==> config.mk <==
export PLATFORM = sky130hd
export DESIGN_NAME = lcd_hd44780_rx
export DESIGN_NICKNAME = d
export VERILOG_FILES = /design/src/rtl/lcd_hd44780_pkg.sv /design/src/rtl/lcd_bus_capture.sv /design/src/rtl/lcd_hd44780_rx.sv
export SDC_FILE = /design/constraint.sdc
export NUM_CORES = 1
export LEC_CHECK = 0
export ABC_CLOCK_PERIOD_IN_PS = 4200
export BUFFER_PORTS_ARGS = -buffer_cell sky130_fd_sc_hd__buf_4
export CORE_AREA = 2 2 225 227
export CTS_BUF_LIST = sky130_fd_sc_hd__clkbuf_4
export DETAILED_ROUTE_END_ITERATION = 6
export DIE_AREA = 0 0 227 229
export GPL_ROUTABILITY_DRIVEN = 0
export PLACE_DENSITY = 0.43
export SKIP_CTS_REPAIR_TIMING = 1
export SLEW_MARGIN = 20
export SYNTH_ARGS = -nofsm -noshare
export SYNTH_HDL_FRONTEND = slang
export SYNTH_HIERARCHICAL = 1
export SYNTH_SLANG_ARGS = --single-unit
==> constraint.sdc <==
create_clock -name clk -period 4.2 [get_ports clk]
set_input_delay 1.05 -clock clk [delete_from_list [all_inputs] [get_ports clk]]
set_output_delay 1.05 -clock clk [all_outputs]
set_load 0.05 [all_outputs]
==> src/rtl/lcd_hd44780_pkg.sv <==
// ============================================================================
// Module      : lcd_hd44780_pkg
// Description : Shared opcode classes, DDRAM address constants and AC helpers
//               for the HD44780 4-bit bus responder.
// Revision    : 1.0 - initial release
// ============================================================================
`default_nettype none

package lcd_hd44780_pkg;

  typedef enum logic [3:0] {
    OPC_NOP,
    OPC_CLR,
    OPC_HOME,
    OPC_ENTRY,
    OPC_DISP,
    OPC_SHIFT,
    OPC_FUNC,
    OPC_CGRAM,
    OPC_DDRAM
  } op_class_t;

  localparam logic [6:0] c_line1_base = 7'h00;
  localparam logic [6:0] c_line2_base = 7'h40;
  localparam logic [6:0] c_line1_end  = 7'h27;
  localparam logic [6:0] c_line2_end  = 7'h67;
  localparam logic [7:0] c_blank      = 8'h20;

  // Instruction class is selected by the highest set bit of the byte.
  function automatic op_class_t op_class(input logic [7:0] b);
    if (b[7])      return OPC_DDRAM;
    else if (b[6]) return OPC_CGRAM;
    else if (b[5]) return OPC_FUNC;
    else if (b[4]) return OPC_SHIFT;
    else if (b[3]) return OPC_DISP;
    else if (b[2]) return OPC_ENTRY;
    else if (b[1]) return OPC_HOME;
    else if (b[0]) return OPC_CLR;
    else           return OPC_NOP;
  endfunction

  function automatic logic [4:0] ac_to_idx(input logic [6:0] ac);
    return {ac[6], ac[3:0]};
  endfunction

  function automatic logic [6:0] ac_step(input logic [6:0] ac, input logic inc);
    if (inc) begin
      if (ac == c_line1_end)      return c_line2_base;
      else if (ac == c_line2_end) return c_line1_base;
      else                        return ac + 7'd1;
    end else begin
      if (ac == c_line1_base)      return c_line2_end;
      else if (ac == c_line2_base) return c_line1_end;
      else                         return ac - 7'd1;
    end
  endfunction

endpackage

`default_nettype wire

==> src/rtl/lcd_bus_capture.sv <==
// ============================================================================
// Module      : lcd_bus_capture
// Description : Bus synchronizer, E falling-edge detect and nibble assembler.
// Revision    : 1.0 - initial release
// ============================================================================
`default_nettype none

module lcd_bus_capture #(
  parameter int SYNC_STAGES = 2
) (
  input  logic       clk,
  input  logic       rst_n,
  input  logic       lcd_e,
  input  logic       lcd_rs,
  input  logic [3:0] lcd_db,
  input  logic       mode_4bit,
  output logic       byte_valid,
  output logic [7:0] byte_data,
  output logic       byte_rs
);

  logic [SYNC_STAGES-1:0]      r_e_sync;
  logic [SYNC_STAGES-1:0]      r_rs_sync;
  logic [SYNC_STAGES-1:0][3:0] r_db_sync;
  logic                        r_e_last;
  logic                        r_mode_last;
  logic                        r_phase;
  logic [3:0]                  r_hi_nib;
  logic                        w_e_s;
  logic                        w_rs_s;
  logic [3:0]                  w_db_s;
  logic                        w_fall;

  assign w_e_s  = r_e_sync[SYNC_STAGES-1];
  assign w_rs_s = r_rs_sync[SYNC_STAGES-1];
  assign w_db_s = r_db_sync[SYNC_STAGES-1];
  assign w_fall = r_e_last & ~w_e_s;

  always_ff @(posedge clk or negedge rst_n) begin
    if (!rst_n) begin
      r_e_sync    <= '0;
      r_rs_sync   <= '0;
      r_db_sync   <= '0;
      r_e_last    <= 1'b0;
      r_mode_last <= 1'b0;
      r_phase     <= 1'b0;
      r_hi_nib    <= 4'h0;
      byte_valid  <= 1'b0;
      byte_data   <= 8'h00;
      byte_rs     <= 1'b0;
    end else begin
      r_e_sync    <= {r_e_sync[SYNC_STAGES-2:0], lcd_e};
      r_rs_sync   <= {r_rs_sync[SYNC_STAGES-2:0], lcd_rs};
      r_db_sync   <= {r_db_sync[SYNC_STAGES-2:0], lcd_db};
      r_e_last    <= w_e_s;
      r_mode_last <= mode_4bit;
      byte_valid  <= 1'b0;
      // Switching into 4-bit mode always restarts on a high nibble.
      if (mode_4bit && !r_mode_last) r_phase <= 1'b0;
      if (w_fall) begin
        if (!mode_4bit) begin
          byte_valid <= 1'b1;
          byte_data  <= {w_db_s, 4'h0};
          byte_rs    <= w_rs_s;
        end else if (!r_phase) begin
          r_hi_nib <= w_db_s;
          r_phase  <= 1'b1;
        end else begin
          byte_valid <= 1'b1;
          byte_data  <= {r_hi_nib, w_db_s};
          byte_rs    <= w_rs_s;
          r_phase    <= 1'b0;
        end
      end
    end
  end

endmodule

`default_nettype wire

==> src/rtl/lcd_hd44780_rx.sv <==
// ============================================================================
// Module      : lcd_hd44780_rx
// Description : HD44780 4-bit bus responder with DDRAM shadow and busy model.
// Revision    : 1.0 - initial release
// ============================================================================
`default_nettype none

module lcd_hd44780_rx
  import lcd_hd44780_pkg::*;
#(
  parameter int CLK_FREQ     = 50000000,
  parameter int BUSY_CYCLES  = 1850,
  parameter int CLEAR_CYCLES = 76000,
  parameter int SYNC_STAGES  = 2
) (
  input  logic       clk,
  input  logic       rst_n,
  input  logic       lcd_rs,
  input  logic       lcd_e,
  input  logic [3:0] lcd_db,
  input  logic [4:0] rd_addr,
  output logic [7:0] rd_data,
  output logic       busy,
  output logic [4:0] cursor_idx,
  output logic       cursor_vis,
  output logic       disp_on,
  output logic       cursor_on,
  output logic       blink_on,
  output logic       entry_inc,
  output logic       entry_shift,
  output logic       two_line,
  output logic       mode_4bit,
  output logic       cmd_valid,
  output logic [7:0] cmd_byte,
  output logic       cmd_rs,
  output logic       err_busy
);

  localparam int c_cnt_max = (CLEAR_CYCLES > BUSY_CYCLES) ? CLEAR_CYCLES : BUSY_CYCLES;
  localparam int c_cnt_w   = $clog2(c_cnt_max + 1);

  localparam logic [1:0] c_st_fill_por = 2'd0;
  localparam logic [1:0] c_st_fill_clr = 2'd1;
  localparam logic [1:0] c_st_run      = 2'd2;

  if (SYNC_STAGES < 2 || CLK_FREQ <= 0) begin : g_param_check
    $error("lcd_hd44780_rx: SYNC_STAGES must be >= 2 and CLK_FREQ positive");
  end

  logic               w_cap_valid;
  logic [7:0]         w_cap_byte;
  logic               w_cap_rs;
  logic [1:0]         r_state;
  logic [1:0]         w_state_nxt;
  logic               w_filling;
  logic [4:0]         r_fill_idx;
  logic [c_cnt_w-1:0] r_busy_cnt;
  logic               r_pend_valid;
  logic [7:0]         r_pend_byte;
  logic               r_pend_rs;
  logic [6:0]         r_ac;
  logic               r_cgram;
  logic [7:0]         r_ddram [32];
  logic               w_in_run;
  logic               w_exec;
  logic [7:0]         w_exec_byte;
  logic               w_exec_rs;
  op_class_t          w_cls;
  logic               w_clear;
  logic               w_data_we;

  lcd_bus_capture #(.SYNC_STAGES(SYNC_STAGES)) u_capture (
    .clk        (clk),
    .rst_n      (rst_n),
    .lcd_e      (lcd_e),
    .lcd_rs     (lcd_rs),
    .lcd_db     (lcd_db),
    .mode_4bit  (mode_4bit),
    .byte_valid (w_cap_valid),
    .byte_data  (w_cap_byte),
    .byte_rs    (w_cap_rs)
  );

  always_ff @(posedge clk or negedge rst_n) begin
    if (!rst_n) r_state <= c_st_fill_por;
    else        r_state <= w_state_nxt;
  end

  always_comb begin
    w_state_nxt = r_state;
    case (r_state)
      c_st_fill_por, c_st_fill_clr: if (r_fill_idx == 5'd31) w_state_nxt = c_st_run;
      c_st_run:                     if (w_clear) w_state_nxt = c_st_fill_clr;
      default:                      w_state_nxt = c_st_fill_por;
    endcase
  end

  always_comb begin
    w_filling = (r_state != c_st_run);
    w_in_run  = (r_state == c_st_run);
  end

  // A held byte always goes first once the fill is done.
  assign w_exec      = w_in_run && (r_pend_valid || w_cap_valid);
  assign w_exec_byte = r_pend_valid ? r_pend_byte : w_cap_byte;
  assign w_exec_rs   = r_pend_valid ? r_pend_rs : w_cap_rs;
  assign w_cls       = op_class(w_exec_byte);
  assign w_clear     = w_exec && !w_exec_rs && (w_cls == OPC_CLR);
  assign w_data_we   = w_exec && w_exec_rs && !r_cgram && (r_ac[5:4] == 2'b00);

  assign busy       = w_filling || (r_busy_cnt != '0);
  assign cursor_vis = !r_cgram && (r_ac[5:4] == 2'b00);
  assign cursor_idx = ac_to_idx(r_ac);

  always_ff @(posedge clk or negedge rst_n) begin
    if (!rst_n) begin
      r_fill_idx   <= 5'd0;
      r_pend_valid <= 1'b0;
      r_pend_byte  <= 8'h00;
      r_pend_rs    <= 1'b0;
      err_busy     <= 1'b0;
    end else begin
      if (w_filling) r_fill_idx <= r_fill_idx + 5'd1;
      if (w_cap_valid && busy) err_busy <= 1'b1;
      // Bytes during the power-on fill are dropped; during a clear fill they wait.
      if (w_cap_valid && (r_state != c_st_fill_por) && (!w_in_run || r_pend_valid)) begin
        r_pend_valid <= 1'b1;
        r_pend_byte  <= w_cap_byte;
        r_pend_rs    <= w_cap_rs;
      end else if (w_exec && r_pend_valid) begin
        r_pend_valid <= 1'b0;
      end
    end
  end

  always_ff @(posedge clk or negedge rst_n) begin
    if (!rst_n) begin
      r_busy_cnt  <= '0;
      r_ac        <= c_line1_base;
      r_cgram     <= 1'b0;
      disp_on     <= 1'b0;
      cursor_on   <= 1'b0;
      blink_on    <= 1'b0;
      entry_inc   <= 1'b1;
      entry_shift <= 1'b0;
      two_line    <= 1'b0;
      mode_4bit   <= 1'b0;
      cmd_valid   <= 1'b0;
      cmd_byte    <= 8'h00;
      cmd_rs      <= 1'b0;
    end else begin
      cmd_valid <= w_exec;
      if (w_exec) begin
        cmd_byte   <= w_exec_byte;
        cmd_rs     <= w_exec_rs;
        r_busy_cnt <= (!w_exec_rs && (w_cls == OPC_CLR || w_cls == OPC_HOME))
                      ? c_cnt_w'(CLEAR_CYCLES) : c_cnt_w'(BUSY_CYCLES);
        if (w_exec_rs) begin
          if (!r_cgram) r_ac <= ac_step(r_ac, entry_inc);
        end else begin
          case (w_cls)
            OPC_CLR: begin
              r_ac      <= c_line1_base;
              entry_inc <= 1'b1;
            end
            OPC_HOME:  r_ac <= c_line1_base;
            OPC_ENTRY: begin
              entry_inc   <= w_exec_byte[1];
              entry_shift <= w_exec_byte[0];
            end
            OPC_DISP: begin
              disp_on   <= w_exec_byte[2];
              cursor_on <= w_exec_byte[1];
              blink_on  <= w_exec_byte[0];
            end
            OPC_SHIFT: if (!w_exec_byte[3]) r_ac <= ac_step(r_ac, w_exec_byte[2]);
            OPC_FUNC: begin
              mode_4bit <= ~w_exec_byte[4];
              two_line  <= w_exec_byte[3];
            end
            OPC_CGRAM: r_cgram <= 1'b1;
            OPC_DDRAM: begin
              r_ac    <= w_exec_byte[6:0];
              r_cgram <= 1'b0;
            end
            default: ;
          endcase
        end
      end else if (r_busy_cnt != '0) begin
        r_busy_cnt <= r_busy_cnt - c_cnt_w'(1);
      end
    end
  end

  always_ff @(posedge clk) begin
    if (w_filling)      r_ddram[r_fill_idx] <= c_blank;
    else if (w_data_we) r_ddram[ac_to_idx(r_ac)] <= w_exec_byte;
  end

  always_ff @(posedge clk or negedge rst_n) begin
    if (!rst_n) rd_data <= 8'h00;
    else        rd_data <= r_ddram[rd_addr];
  end

endmodule

`default_nettype wire

== Word-level counts from Yosys, hierarchy flattened ==
Memories as Yosys holds them, arrays and structs flattened. A register that Yosys moved wholly into a read port is not among the register bits.
Index checks and enable logic that the tools add are counted.

* Bits in read-only memories: 0
* Latch bits: 0
* Logic and storage cells: 153
* Memories kept: 1
* Input bits: 13
* Register bits: 89
* Output and inout port bits: 33
* Memory bits (writable): 256

* Shift operators: 0
* Div/mod/pow operators: 0
* Muxes and demuxes: 49
* Magnitude comparators: 0
* Equality and inequality tests: 20
* Bitwise operators: 5
* Reductions and logical operators: 44
* Multiply operators: 0
* $add $sub $neg: 4

{| class="wikitable"
|+ Memory list
! memory !! words !! width !! read ports !! clocked after memory_dff !! write ports !! RTL line !! text
|-
| r_ddram || 32 || 8 || 1 || 1 || 1 || lcd_hd44780_rx.sv:63 || <nowiki>logic [7:0] r_ddram [32];</nowiki>
|}

{| class="wikitable"
|+ Operators with widths
! kind !! number
|-
| 7-bit 2-to-1 mux || 9
|-
| 17-bit 2-to-1 mux || 3
|-
| 8-bit 2-to-1 mux || 4
|-
| 7-bit case mux with 3 select lines || 1
|-
| 1-bit 2-to-1 mux || 19
|-
| 3-bit AND reduction || 6
|-
| 17-bit nonzero test || 1
|-
| 17-bit by 1-bit subtractor with 17-bit output, second input constant || 1
|-
| 4-bit by 3-bit equality test with 1-bit output, second input constant || 4
|-
| 7-bit equality test, second input constant || 2
|-
| 1-bit logical AND || 13
|-
| 3-bit 2-to-1 mux || 4
|-
| 2-bit nonzero test || 5
|-
| 4-bit by 2-bit equality test with 1-bit output, second input constant || 2
|-
| 2-bit 2-to-1 mux || 4
|-
| 8-bit OR reduction || 1
|-
| 7-bit by 1-bit adder with 7-bit output, second input constant || 1
|-
| 7-bit by 6-bit equality test with 1-bit output, second input constant || 1
|-
| 7-bit zero test || 1
|-
| 7-bit by 1-bit subtractor with 7-bit output, second input constant || 1
|-
| 2-bit inequality test, second input constant || 3
|-
| 5-bit by 1-bit adder with 5-bit output, second input constant || 1
|-
| 5-bit equality test, second input constant || 1
|-
| 1-bit zero test || 5
|-
| other kinds (18) || 29
|}

== Longest topological paths before layout ==
Gate-level depths: netlist (run 1).

* Depth in word-level cells: 14
* Mapped depth: 10
* Depth with buffers taken out: 8

== By module ==
Netlist (run 1), hierarchy kept.

{| class="wikitable"
|+ Modules (own cells, without submodules)
! module !! seq. area each (µm²) !! cells an instance !! area an instance (µm²) !! times used
|-
| lcd_hd44780_rx || 9390.3 || 820 || 13719.4 || 1
|-
| lcd_bus_capture || 725.7 || 64 || 1059.8 || 1
|}

== Worst setup path after synthesis (run 1) ==
Ideal clock, no wire load.

* Path type: register to register
* Start: reg r_ac[5]
* End: mem r_ddram[0][7], data pin
* Clock period less this slack: 3.690 ns
* Stages on the path, launching flop included: 6
* Slack: 0.510 ns
* Path buffers: 2
* Arrival: 3.339 ns
* Library setup time: 0.351 ns
* Data required time: 3.849 ns
* Cell sequence: dfrtp_1 -> clkbuf_1 -> nor3_1 -> nand4b_1 -> clkbuf_1 -> nor2_1

* Word-level cells in the longest chain between the ends: 7

{| class="wikitable"
|+ RTL lines
! element !! RTL line !! text
|-
| start, declared || lcd_hd44780_rx.sv:61 || <nowiki>logic [6:0] r_ac;</nowiki>
|-
| start signal, assigned || lcd_hd44780_rx.sv:139 || <nowiki>r_ac <= c_line1_base;</nowiki>
|-
| start signal, assigned || lcd_hd44780_rx.sv:159 || <nowiki>if (!r_cgram) r_ac <= ac_step(r_ac, entry_inc);</nowiki>
|-
| start signal, assigned || lcd_hd44780_rx.sv:163 || <nowiki>r_ac <= c_line1_base;</nowiki>
|-
| 2-bit zero test || lcd_hd44780_rx.sv:109 || <nowiki>assign w_data_we = w_exec && w_exec_rs && !r_cgram && (r_ac[5:4] == 2'b00);</nowiki>
|-
| 1-bit logical AND || lcd_hd44780_rx.sv:109 ||
|-
| 1-bit 2-to-1 mux || lcd_hd44780_rx.sv:197 || <nowiki>else if (w_data_we) r_ddram[ac_to_idx(r_ac)] <= w_exec_byte;</nowiki>
|-
| 1-bit 2-to-1 mux || lcd_hd44780_rx.sv:196 || <nowiki>if (w_filling) r_ddram[r_fill_idx] <= c_blank;</nowiki>
|-
| 1-bit 2-to-1 mux (implied by the code) || lcd_hd44780_rx.sv:197 ||
|-
| 8-bit OR reduction (no line) || - ||
|-
| 8-bit 2-to-1 mux (no line) || - ||
|-
| end, declared || lcd_hd44780_rx.sv:63 ||
|}

No other way between the ends.

== Worst setup path in the final report (run 1) ==
* Start: reg r_busy_cnt[10]
* End: out busy

* Word-level cells in the longest chain between the ends: 2

{| class="wikitable"
|+ RTL lines
! element !! RTL line !! text
|-
| start, declared || lcd_hd44780_rx.sv:57 || <nowiki>logic [c_cnt_w-1:0] r_busy_cnt;</nowiki>
|-
| start signal, assigned || lcd_hd44780_rx.sv:156 || <nowiki>r_busy_cnt <= (!w_exec_rs && (w_cls == OPC_CLR || w_cls == OPC_HOME))</nowiki>
|-
| start signal, assigned || lcd_hd44780_rx.sv:190 || <nowiki>r_busy_cnt <= r_busy_cnt - c_cnt_w'(1);</nowiki>
|-
| 17-bit nonzero test || lcd_hd44780_rx.sv:111 || <nowiki>assign busy = w_filling || (r_busy_cnt != '0);</nowiki>
|-
| 1-bit logical OR || lcd_hd44780_rx.sv:111 ||
|-
| end, declared || lcd_hd44780_rx.sv:23 || <nowiki>output logic busy,</nowiki>
|}

No other way between the ends.

==> flow_metrics.env, run 1 <==
export IMPL_worstPathRequired_ns=3.15
export IMPL_num_rows=82
export IMPL_mostFrequentLayoutCells="edfxtp_1 (256), clkbuf_4 (150), buf_4 (108), dfrtp_1 (96), mux4_2 (80)"
export IMPL_synth_area_leaders="edfxtp_1 (52%), dfrtp_1 (16%), mux4_2 (12%), mux2_2 (2.4%), nor2_1 (1.9%)"
export IMPL_grt_max_degree=52
export IMPL_avgSynthCellArea_um2=16.72
export IMPL_layout_cells_most_common="edfxtp_1"
export IMPL_finalClockSkew_ns=0.06113
export IMPL_drive_gt1_share_pct=36.69
export IMPL_antenna_found_initial=4
export IMPL_final_hold_viol_count=0
export IMPL_dr_pass1_iters=5
export IMPL_drc=0
export IMPL_insertion_delay_ns=0.84
export IMPL_slew_headroom_pct=34.98
export IMPL_status="finished with violations"
export IMPL_pin_count=46
export IMPL_fin_setup_tns_ns=-0.02688
export IMPL_cts_tree="yes"
export IMPL_setup_ws_ns=-0.02688
export IMPL_clkSinkCount=353
export IMPL_cp_arrival_ns=3.18
export IMPL_cts_buffers=97
export IMPL_io_buffers=45
export IMPL_placed_cells=1613
export IMPL_die_w_um=227
export IMPL_final_period_utilization_pct=100.6
export IMPL_min_path_type="input port to asynchronous set/reset pin"
export IMPL_synth_cell_types=63
export IMPL_dp_hpwl_mm=22.66
export IMPL_synth_compound_area_share_pct=3.776
export IMPL_synth_seq_cells=353
export IMPL_grt_overflow=0
export IMPL_yosysWarnings=6
export IMPL_cts_root_buffer="clkbuf_4"
export IMPL_rsz0062_at_grt="true"
export IMPL_startpoint_type="flop"
export IMPL_place_ws_ns=0.7436
export IMPL_syn_num_nets=903
export IMPL_grt_use_total_pct=14.64
export IMPL_initial_core_util_pct=29.76
export IMPL_ys_flop_type="edfxtp_1"
export IMPL_nets=1065
export IMPL_ir_worst_vdd_mv=0.2921
export IMPL_synth_top_family_by_area="multiplexers"
export IMPL_h_tree_depth=3
export IMPL_synth_xor_area_share_pct=1.304
export IMPL_synth_cells=884
export IMPL_synth_simple_area_share_pct=6.900
export IMPL_power_mw=8.975
export IMPL_drt_antenna_violating_nets=0
export IMPL_grt_pass1_wl_mm=55.53
export IMPL_maxCapViolCount=0
export IMPL_drtIter0Drc=511
export IMPL_instances_no_fill=1797
export IMPL_routed_wl_mm=36.64
export IMPL_core_area_mm2=0.04966
export IMPL_synthAdderAreaFrac_pct=0.5080
export IMPL_synth_mux_area_fraction_pct=17.06
export IMPL_vias=8425
export IMPL_drv_slew=0
export IMPL_synth_edf_count=256
export IMPL_path_max_fanout=5
export IMPL_die_h_um=229
export IMPL_crit_type="flop to output port"
export IMPL_finalCriticalPeriod_ns=4.227
export IMPL_clock_path_buffers=3
export IMPL_via_per_inst=4.688
export IMPL_fmax_ghz=0.2366
export IMPL_nFillCells=4913
export IMPL_grt_pass1_vias=8884
export IMPL_synth_async_reset_ratio_pct=27.48
export IMPL_setup_viol=1
export IMPL_clkTransAtPathRegs_ns=0.07
export IMPL_dieArea_mm2=0.05198
export IMPL_worstMarginPinSlew_ns=0.9707
export IMPL_yosysSeqAreaShare_pct=68.45
export IMPL_crit_path_end_kind="output port"
export IMPL_area_delta_synth_final_pct=18.86
export IMPL_final_area_mm2=0.01757
export IMPL_cellLeakagePower_nw=6.038
export IMPL_synth_area_mm2=0.01478
export IMPL_violations="negative setup slack"
export IMPL_wl_per_cell_um=20.39
export IMPL_yosys_area_top_type="edfxtp_1"
export IMPL_synth_top_area_share_pct=52.01
export IMPL_powerDensity_mw_per_mm2=510.9
export IMPL_placed_area_mm2=0.01623
layout make-up:
cell class,instances,area (um2),share of cell area (%)
well taps,672,840.8,4.786
repair buffers,112,882.1,5.021
multi-input cells,467,4392,25.00
inverters,15,56.30,0.3205
diodes,2,5.005,0.02849
flip-flops and latches,353,10120,57.59
clock buffers,150,1126,6.410
clock inverters,26,148.9,0.8476
power breakdown:
group / total (mW) / switching (mW) / internal, mW
clock: 3.13 / 1.44 / 1.69
sequential: 4.20 / 0.268 / 3.93
combinational: 1.64 / 0.997 / 0.646
total: 8.97 / 2.71 / 6.27
registers in the layout, summed over array words and instances (netlist names), 4 cells and up:
name	flops
u_capture/r_hi_nib	4
rd_data	8
r_fill_idx	5
r_ac	7
r_pend_byte	8
u_capture/r_db_sync	4
u_capture/w_db_s	4
r_ddram	256
u_capture/byte_data	8
cmd_byte	8
r_busy_cnt	17
metrics by stage:
stage	utilization (%)	hold WS [ns]
2_1_floorplan	-	0.3312
3_3_place_gp	32.68	0.3354
3_5_place_dp	32.68	0.3364
4_1_cts	35.25	0.2068
5_1_grt	35.38	0.2424
6_report	35.38	0.2879
logic make-up (layout without fill, tap and decap cells):
kind of cell               after synthesis  after routing
AOI/OAI and AO/OA                       86             86
xor gates and xnor gates                22             22
adders and majority gates                6              6
buffers and inverters                   64            303
DFF                                    353            353
muxes                                  142            142
other                                    0              2
and+or+nand+nor                        211            211
per-layer routing:
metal  GRT usage, %  wire, um  vias up  part of all wire, %
met1          19.21     16230     4339                   44
met4          4.371       663        0                  1.8
met2          23.52     18020      191                   49
met5              0         0        -                    0
met3          4.195      1719       60                  4.7
li1               -         -     3835                    -
final timing paths:
path,cells after the start,from,slack (ns),to
max in group asynchronous,2,rst_n,3.04,rd_data[4]
hold reg to reg,0,u_capture/r_db_sync[3],0.35,u_capture/w_db_s[3]
setup reg to reg,8,r_pend_valid,1.08,r_ddram[6][1]
min in group clk,0,u_capture/r_db_sync[3],0.35,u_capture/w_db_s[3]
hold / removal,1,rst_n,0.29,r_ac[5]
setup / recovery,5,r_busy_cnt[10],-0.03,busy
worst max-delay path: stages (launching register included):
cell and delay (ns):
dfrtp_1 0.41, or4_4 0.54, or4_4 0.45, or4_4 0.57, or2_4 0.26, buf_6 0.15
synth_stat cells (4+ instances only):
cell type / n
xnor2_1: 17
o32ai_1: 5
nor4_1: 8
o21ai_0: 27
clkbuf_1: 25
inv_1: 15
mux4_2: 80
a21oi_1: 19
mux2_4: 11
and3_1: 4
mux2_2: 32
nand3_1: 9
nor3_1: 13
nand2_1: 57
buf_1: 10
or3_1: 4
dfrtp_1: 96
edfxtp_1: 256
nor2_1: 74
nor2b_1: 8
ha_1: 6
mux2i_1: 18
nand3b_1: 4
o211ai_1: 4
a31oi_1: 4
xor2_1: 5
nand2b_1: 9
buf_4: 8
No activity file was read; power rests on OpenSTA's default activity.
==> run 2, diff against run 1 <==
- ABC_CLOCK_PERIOD_IN_PS: 4200 -> 4890
- clock period: 4.2 -> 4.89 ns (I/O delays scaled with it)
==> flow_metrics.env, run 2 (synthesized netlist as in run 1, its figures left out) <==
export IMPL_insertion_delay_ns=0.83
export IMPL_path_max_fanout=9
export IMPL_grt_pass1_vias=8626
export IMPL_place_ws_ns=1.255
export IMPL_dieArea_mm2=0.05198
export IMPL_clkSinkCount=353
export IMPL_grt_pass1_wl_mm=55.30
export IMPL_min_path_type="flop to flop"
export IMPL_pin_count=46
export IMPL_finalClockSkew_ns=0.07022
export IMPL_worstMarginPinSlew_ns=1.041
export IMPL_placed_cells=1583
export IMPL_status="finished clean"
export IMPL_worstPathRequired_ns=3.67
export IMPL_dp_hpwl_mm=22.38
export IMPL_antenna_found_initial=2
export IMPL_slew_headroom_pct=28.63
export IMPL_nets=1027
export IMPL_fin_util_pct=34.82
export IMPL_fmax_ghz=0.2256
export IMPL_startpoint_type="flop"
export IMPL_maxCapViolCount=0
export IMPL_vias=8168
export IMPL_final_hold_viol_count=0
export IMPL_power_mw=7.723
export IMPL_io_buffers=45
export IMPL_routed_wl_mm=36.48
export IMPL_h_tree_depth=3
export IMPL_top_regs="r_ddram x256, r_busy_cnt x17"
export IMPL_crit_path_end_kind="output port"
export IMPL_ir_worst_vdd_mv=0.2945
export IMPL_nFillCells=4881
export IMPL_largest_reg_flops=256
export IMPL_drtIter0Drc=511
export IMPL_setup_viol=0
export IMPL_final_area_mm2=0.01729
export IMPL_die_w_um=227
export IMPL_mostFrequentLayoutCells="edfxtp_1 (256), clkbuf_4 (154), dfrtp_1 (96), mux4_2 (80), buf_4 (75)"
export IMPL_die_h_um=229
export IMPL_drive_gt1_share_pct=35.61
export IMPL_cts_tree="yes"
export IMPL_holdWs_ns=0.3464
export IMPL_cellLeakagePower_nw=5.850
export IMPL_fin_setup_tns_ns=0
export IMPL_num_rows=82
export IMPL_layout_cells_most_common="edfxtp_1"
export IMPL_area_delta_synth_final_pct=16.98
export IMPL_placed_area_mm2=0.01600
export IMPL_setup_ws_ns=0.4577
export IMPL_clkTransAtPathRegs_ns=0.06
export IMPL_cts_root_buffer="clkbuf_4"
export IMPL_grt_max_degree=58
export IMPL_rr_worst_depth=8
export IMPL_via_per_inst=4.638
export IMPL_core_area_mm2=0.04966
export IMPL_dr_pass1_iters=6
export IMPL_grt_use_total_pct=14.55
export IMPL_finalCriticalPeriod_ns=4.432
export IMPL_crit_type="flop to output port"
export IMPL_grt_overflow=0
export IMPL_top_register="r_ddram"
export IMPL_powerDensity_mw_per_mm2=446.7
export IMPL_instances_no_fill=1761
export IMPL_wl_per_cell_um=20.71
export IMPL_drc=0
export IMPL_drv_slew=0
export IMPL_initial_core_util_pct=29.76
export IMPL_drt_antenna_violating_nets=0
export IMPL_cts_buffers=95
export IMPL_final_period_utilization_pct=90.64
export IMPL_cp_arrival_ns=3.21
export IMPL_clock_path_buffers=3
export IMPL_rsz0062_at_grt="false"
export IMPL_worstHoldPathCells=0
run 2: changes by cell type in the layout (fill, tap and decap cells not counted), moves of 3 or more:
cell and change:
buf_4 -33, clkinv_1 -8, nor2_1 -5, clkbuf_4 +4, diode_2 +3, nor2_2 +3
run 2: cell type report:
cell class,instances,area (um2),share of cell area (%)
clock buffer,154,1156,6.687
multi-input combinational,467,4407,25.49
timing repair buffer,76,583.1,3.372
tap,672,840.8,4.863
antenna,5,12.51,0.07237
sequential,353,10120,58.51
inverter,15,56.30,0.3257
clock inverter,19,117.6,0.6803
run 2: layer usage:
| metal | vias up | track usage, % | part of all wire (%) |
|---|---|---|---|
| met3 | 78 | 3.861 | 4.5 |
| met2 | 182 | 22.81 | 47 |
| met5 | - | 0 | 0 |
| met1 | 4156 | 19.55 | 46 |
| li1 | 3752 | - | - |
| met4 | 0 | 4.902 | 2.6 |
run 2: critical path, cell delays in order (launching register included):
cell	delay, ns
dfrtp_1	0.39
or4_4	0.56
or4_4	0.45
or4_4	0.58
or2_4	0.26
buf_4	0.19
run 2: worst paths after layout:
path | startpoint | to | slack (ns)
max | r_busy_cnt[11] | busy | 0.46
min | u_capture/r_db_sync[1] | u_capture/w_db_s[1] | 0.35
max reg2reg | r_state[1] | r_ddram[0][2] | 1.44
min reg2reg | u_capture/r_db_sync[1] | u_capture/w_db_s[1] | 0.35
max in group asynchronous | rst_n | entry_inc | 3.53
min in group asynchronous | rst_n | u_capture/byte_data[3] | 0.47
run 2: report_power, final:
part / internal (mW) / switching (mW)
sequential: 3.38 / 0.238
combinational: 0.525 / 0.849
clock: 1.48 / 1.25
total: 5.38 / 2.34
